--- src/rtl/spi_host_master.sv ---
// spi_host_master: SPI mode-0 host for the MiST control link; frames are one command byte plus len payload bytes.
// Optional FETCH stall timeout: define SPIM_STALL_TIMEOUT_EN.
module spi_host_master #(
    parameter int CLK_DIV = 2,
    parameter int TIMEOUT = 1024
) (
    input  logic       clk_sys,
    input  logic       reset_n,
    input  logic       start,
    input  logic [1:0] target,
    input  logic [7:0] cmd,
    input  logic [7:0] len,
    input  logic [7:0] tx_data,
    input  logic       tx_valid,
    output logic       tx_ready,
    output logic [7:0] rx_data,
    output logic       rx_valid,
    output logic       rx_is_cmd,
    output logic       busy,
    output logic       done,
    output logic       err,
    output logic       spi_sck,
    output logic       spi_mosi,
    input  logic       spi_miso,
    output logic       ss_user_n,
    output logic       ss_data_n,
    output logic       ss_osd_n
);

    // state | meaning
    // IDLE  | waiting for start with a legal target
    // SETUP | select low, SCK low, first MOSI bit presented
    // SHIFT | eight SCK periods of the current byte
    // FETCH | tx_ready high, waiting for the next payload byte
    // HOLD  | SCK low before the select is released
    // GAP   | select high before done
    typedef enum logic [2:0] {S_IDLE, S_SETUP, S_SHIFT, S_FETCH, S_HOLD, S_GAP} state_t;

    localparam int CNT_W = (CLK_DIV > 1) ? $clog2(CLK_DIV) : 1;
    localparam logic [CNT_W-1:0] DIV_LAST = CNT_W'(CLK_DIV - 1);

    state_t           r_state;
    logic [CNT_W-1:0] r_cnt;
    logic [2:0]       r_bit;
    logic [7:0]       r_remain;
    logic [6:0]       r_tx_sh;
    logic             r_sck;
    logic             r_mosi;
    logic [2:0]       r_ss_n;
    logic             r_busy;
    logic             r_done;
    logic             r_tx_ready;
    logic             r_byte_cmd;
    logic             r_rise;

    logic             r_miso_s1;
    logic             r_miso_s2;
    logic             r_rise_d;
    logic [6:0]       r_rx_sh;
    logic [2:0]       r_rx_cnt;
    logic [7:0]       r_rx_data;
    logic             r_rx_valid;
    logic             r_rx_is_cmd;

`ifdef SPIM_STALL_TIMEOUT_EN
    localparam int TMO_W = $clog2(TIMEOUT + 1);
    logic [TMO_W-1:0] r_stall;
    logic             r_tmo;
    logic             r_err;
`else
    if (TIMEOUT < 1) begin : g_timeout_unused
    end
`endif

    always_ff @(posedge clk_sys or negedge reset_n) begin
        if (!reset_n) begin
            r_state    <= S_IDLE;
            r_cnt      <= '0;
            r_bit      <= '0;
            r_remain   <= '0;
            r_tx_sh    <= '0;
            r_sck      <= 1'b0;
            r_mosi     <= 1'b0;
            r_ss_n     <= 3'b111;
            r_busy     <= 1'b0;
            r_done     <= 1'b0;
            r_tx_ready <= 1'b0;
            r_byte_cmd <= 1'b0;
            r_rise     <= 1'b0;
`ifdef SPIM_STALL_TIMEOUT_EN
            r_stall    <= '0;
            r_tmo      <= 1'b0;
            r_err      <= 1'b0;
`endif
        end else begin
            r_done <= 1'b0;
            r_rise <= 1'b0;
            case (r_state)
                S_IDLE: begin
                    if (start && target != 2'd3) begin
                        r_state    <= S_SETUP;
                        r_cnt      <= DIV_LAST;
                        r_busy     <= 1'b1;
                        r_ss_n     <= ~(3'b001 << target);
                        r_tx_sh    <= cmd[6:0];
                        r_mosi     <= cmd[7];
                        r_bit      <= '0;
                        r_remain   <= len;
                        r_byte_cmd <= 1'b1;
`ifdef SPIM_STALL_TIMEOUT_EN
                        r_tmo      <= 1'b0;
                        r_err      <= 1'b0;
`endif
                    end
                end
                S_SETUP: begin
                    if (r_cnt == '0) begin
                        r_state <= S_SHIFT;
                        r_cnt   <= DIV_LAST;
                    end else begin
                        r_cnt <= r_cnt - 1'b1;
                    end
                end
                S_SHIFT: begin
                    if (r_cnt != '0) begin
                        r_cnt <= r_cnt - 1'b1;
                    end else begin
                        r_cnt <= DIV_LAST;
                        if (!r_sck) begin
                            r_sck  <= 1'b1;
                            r_rise <= 1'b1;
                        end else begin
                            r_sck <= 1'b0;
                            if (r_bit == 3'd7) begin
                                if (r_remain != 8'd0) begin
                                    r_state    <= S_FETCH;
                                    r_tx_ready <= 1'b1;
`ifdef SPIM_STALL_TIMEOUT_EN
                                    r_stall    <= '0;
`endif
                                end else begin
                                    r_state <= S_HOLD;
                                end
                            end else begin
                                r_bit   <= r_bit + 3'd1;
                                r_mosi  <= r_tx_sh[6];
                                r_tx_sh <= {r_tx_sh[5:0], 1'b0};
                            end
                        end
                    end
                end
                S_FETCH: begin
                    if (tx_valid) begin
                        r_state    <= S_SHIFT;
                        r_tx_ready <= 1'b0;
                        r_cnt      <= DIV_LAST;
                        r_bit      <= '0;
                        r_tx_sh    <= tx_data[6:0];
                        r_mosi     <= tx_data[7];
                        r_remain   <= r_remain - 8'd1;
                        r_byte_cmd <= 1'b0;
                    end
`ifdef SPIM_STALL_TIMEOUT_EN
                    else if (r_stall == TMO_W'(TIMEOUT - 1)) begin
                        r_state    <= S_HOLD;
                        r_tx_ready <= 1'b0;
                        r_cnt      <= DIV_LAST;
                        r_tmo      <= 1'b1;
                    end else begin
                        r_stall <= r_stall + 1'b1;
                    end
`endif
                end
                S_HOLD: begin
                    if (r_cnt == '0) begin
                        r_state <= S_GAP;
                        r_ss_n  <= 3'b111;
                        r_cnt   <= DIV_LAST;
                    end else begin
                        r_cnt <= r_cnt - 1'b1;
                    end
                end
                S_GAP: begin
                    if (r_cnt == '0) begin
                        r_state <= S_IDLE;
                        r_busy  <= 1'b0;
                        r_done  <= 1'b1;
`ifdef SPIM_STALL_TIMEOUT_EN
                        r_err   <= r_tmo;
`endif
                    end else begin
                        r_cnt <= r_cnt - 1'b1;
                    end
                end
                default: r_state <= S_IDLE;
            endcase
        end
    end

    // Sampling runs two cycles behind the SCK rise so the synchroniser latency is
    // cancelled: the captured bit is the MISO level present at the rising edge.
    always_ff @(posedge clk_sys or negedge reset_n) begin
        if (!reset_n) begin
            r_miso_s1   <= 1'b0;
            r_miso_s2   <= 1'b0;
            r_rise_d    <= 1'b0;
            r_rx_sh     <= '0;
            r_rx_cnt    <= '0;
            r_rx_data   <= '0;
            r_rx_valid  <= 1'b0;
            r_rx_is_cmd <= 1'b0;
        end else begin
            r_miso_s1  <= spi_miso;
            r_miso_s2  <= r_miso_s1;
            r_rise_d   <= r_rise;
            r_rx_valid <= 1'b0;
            if (r_rise_d) begin
                r_rx_sh  <= {r_rx_sh[5:0], r_miso_s2};
                r_rx_cnt <= r_rx_cnt + 3'd1;
                if (r_rx_cnt == 3'd7) begin
                    r_rx_data   <= {r_rx_sh, r_miso_s2};
                    r_rx_valid  <= 1'b1;
                    r_rx_is_cmd <= r_byte_cmd;
                end
            end
        end
    end

    assign tx_ready  = r_tx_ready;
    assign rx_data   = r_rx_data;
    assign rx_valid  = r_rx_valid;
    assign rx_is_cmd = r_rx_is_cmd;
    assign busy      = r_busy;
    assign done      = r_done;
    assign spi_sck   = r_sck;
    assign spi_mosi  = r_mosi;
    assign ss_user_n = r_ss_n[0];
    assign ss_data_n = r_ss_n[1];
    assign ss_osd_n  = r_ss_n[2];
`ifdef SPIM_STALL_TIMEOUT_EN
    assign err = r_err;
`else
    assign err = 1'b0;
`endif

endmodule

--- config.mk ---
export PLATFORM = sky130hd
export DESIGN_NAME = spi_host_master
export DESIGN_NICKNAME = d
export VERILOG_FILES = /design/src/rtl/spi_host_master.sv
export SDC_FILE = /design/constraint.sdc
export NUM_CORES = 1
export LEC_CHECK = 0
export CORE_MARGIN = 2
export CORE_UTILIZATION = 30
export CTS_CLUSTER_DIAMETER = 200
export CTS_CLUSTER_SIZE = 24
export DETAILED_ROUTE_END_ITERATION = 12
export GPL_TIMING_DRIVEN = 0
export MAX_ROUTING_LAYER = met4
export PLACE_DENSITY = 0.61
export REMOVE_ABC_BUFFERS = 1
export SYNTH_ARGS = -nofsm -noshare
export SYNTH_HDL_FRONTEND = slang
export SYNTH_SLANG_ARGS = --single-unit
--- constraint.sdc ---
create_clock -name clk_sys -period 1.7 [get_ports clk_sys]
set_input_delay 0.17 -clock clk_sys [delete_from_list [all_inputs] [get_ports clk_sys]]
set_output_delay 0.17 -clock clk_sys [all_outputs]
set_load 0.03 [all_outputs]
==> impl_metrics.ini <==
[outcome]
status = finished clean

[die]
die_w_um = 99.44
initial_core_util_pct = 31.18
core_area_um2 = 8763
fp.dieH_um = 99.44
rows = 34
num_io_pins = 50
die-area_um2 = 9888

[routing]
vias_per_cell = 4.881
drt_iter0_drc = 69
drt_first_pass_iters = 4
drt_wl_total_um = 5701
vias = 2016
antenna_left = 0
wl_per_cell_um = 13.80
drc = 0

[placement]
dp.cells = 390
hpwlAfterDp_um = 3767
placed_area_um2 = 3277
place_ws_ns = -0.6629
io_buffers = 48
gp_congestion = 0.8360

[sta]
fin_tns_setup_ns = 0
setup_ws_ns = 0.009823
tightest_slew_ns = 0.6532
setup_viol = 0
slew_headroom_pct = 56.12
drv_slew = 0
rsz0062_at_grt = yes
clock_skew_ns = 0.005545
period_share_pct = 99.42
final-hold-violation-count = 0
fmax_ghz = 0.5917
timing.hold.ws_ns = 0.2970
fin_crit_ns = 1.690

[clocking]
clock_sinks = 55
cts-root-buf = clkbuf_8
cts_tree = yes
clock_latency_ns = 0.30
clk_pin_slew_ns = 0.10
cts_buffers = 5
htree_levels = 2
clockBufferDepth = 2

[global_routing]
gr-total-overflow = 0
grtUsageTotal_pct = 12.27
grt_pass1_vias = 1991
antenna_found_initial = 0
grt_pass1_wl_um = 9563
grt_max_degree = 34

[setup_path]
critPathTopFamily = flip-flops
start_kind = register
path_cells = ha_2 -> ha_4 -> and4bb_2 -> o31ai_4 -> buf_6 -> mux2_4
startpoint = r_bit[0]$_DFFE_PN0P_
path_buf_inv = 1
crit_required_ns = 1.90
critPathMaxFanout = 6
worstSetupEndpointType = register
crit_arrival_ns = 1.89
crit_type = reg2reg
critPathSlowestCell = dfrtp_1
reg2reg_from = r_bit[0]$_DFFE_PN0P_
critPathMaxStageDelay_ns = 0.37

[layout]
seqCellArea_um2 = 1389
instances_no_fill = 413
finalInstanceArea_um2 = 3598
syn2layout_area_growth_pct = 31.68
fill_cells = 868
drive_gt1_share_pct = 22.62
diodes = 0
final_nets = 341
multi_input_area_um2 = 1282
final_core_util_pct = 41.06

[yosys]
synth_edf_count = 0
yosysMostFrequentCell = dfrtp_1
synth_cells = 248
yosys_warnings = 0
synth_top_area_share_pct = 47.62
ys_types = 49
ys.flop_type = dfrtp_1
synth.largest_area_cell = dfrtp_1
synth.yosys.seq_area_share_pct = 50.50
yosys-top-cells-area = dfrtp_1 (48%), mux2_2 (7.8%), mux2i_1 (5.1%), a21oi_1 (3.1%), dfstp_2 (2.9%)
synth.avg_cell_area_um2 = 11.02
async_reset_ff_share_pct = 100.0
ys_ff_latch = 55
synthTopCellsByCount = dfrtp_1 (52), mux2_2 (19), a21oi_1 (17), nand2_1 (17)
syn_area_um2 = 2733

[power]
p_sw_mw = 2.237
p_comb_share_pct = 46.6
p_leak_nw = 1.544
pwr-share-clk_pct = 15.1
sequentialPowerShare_pct = 38.3
fin_total_pwr_mw = 6.020
p_sw_share_pct = 37.16
ir_drop_v = 0.0005235
intPower_mw = 3.783
p_per_area_nw_per_um2 = 1673

[min_path]
min_path_type = in2reg
hp-start = spi_miso

[job]
drv_cap = 0
==> path summary, 6_finish.rpt <==
| kind | endpoint | slack (ns) | cells past startpoint |
|---|---|---|---|
| setup reg to reg | r_bit[1]$_DFFE_PN0P_ | 0.01 | 6 |
| hold / removal | r_miso_s1$_DFF_PN0_ | 0.30 | 1 |
| max in group asynchronous | r_tx_sh[6]$_DFFE_PN0P_ | 0.75 | 3 |
| hold reg to reg | r_rise_d$_DFF_PN0_ | 0.36 | 0 |
| min in group asynchronous | done$_DFF_PN0_ | 0.39 | 2 |
| setup / recovery | r_bit[1]$_DFFE_PN0P_ | 0.01 | 6 |
==> power groups by stage <==
stage	logic (mW)	registers, mW	clock network, mW
after floorplan	1.52	2.48	0
after global placement	2.25	2.41	0
after detailed placement	2.32	2.43	0
after CTS	2.70	2.32	0.946
after global routing	3.13	2.39	0.997
final	2.80	2.31	0.909
==> state kept, by name, summed over array words and instances, names as in the netlist, 3 cells and up <==
register / cells
r_rx_cnt: 3
r_tx_sh: 7
rx_data: 8
r_state: 3
r_rx_sh: 7
r_bit: 3
r_ss_n: 3
r_remain: 8
==> cell type report <==
cell class,count,share of cell area (%)
clock inverters,2,0.9736
flip-flops and latches,55,38.60
multi-input cells,165,35.64
clock buffers,6,2.295
repair buffers,64,17.39
well taps,108,3.755
inverters,13,1.356
==> cell families after synthesis <==
group | share of synthesized area [%]
adder cells (fa/ha/maj) | 2.747
flip-flops | 50.50
XOR/XNOR | 0.6411
AO/OA/AOI/OAI | 13.87
other | 0.1372
AND/OR/NAND/NOR | 12.55
buffers and inverters | 4.945
multiplexers | 14.61
==> layout by cell type (no fill, tap or decap), types with 2 or more instances in the layout <==
cell,count
dfrtp_1,49
clkdlybuf4s50_1,44
mux2_2,18
nand2_1,17
a21oi_1,17
o21ai_0,14
mux2i_1,14
inv_1,13
nor2_1,13
buf_4,11
nor3_1,8
nor3b_1,6
clkbuf_8,6
mux2_4,4
o2bb2ai_1,3
a21o_1,3
o211ai_1,3
ha_1,3
dfstp_2,3
buf_6,3
or3_1,2
a21boi_1,2
nor3_2,2
a311oi_1,2
xor2_1,2
ha_2,2
dlymetal6s2s_1,2
dfrtp_4,2
==> routing by layer <==
layer	GRT usage [%]	wire, um	up-vias
met4	3.161	52	0
met5	-	0	-
met2	20.58	2722	32
li1	-	-	994
met3	2.108	199	4
met1	15.44	2726	986
==> what timing repair did <==
item,4_1_cts,5_1_grt
pin swaps,3,4
buffers inserted,9,5
hold buffers,1,0
hold endpoints to repair,19,0
gates cloned,0,0
gates resized for setup,15,10
setup endpoints to repair,33,20
Note: power is estimated with default switching activity, not from simulation.
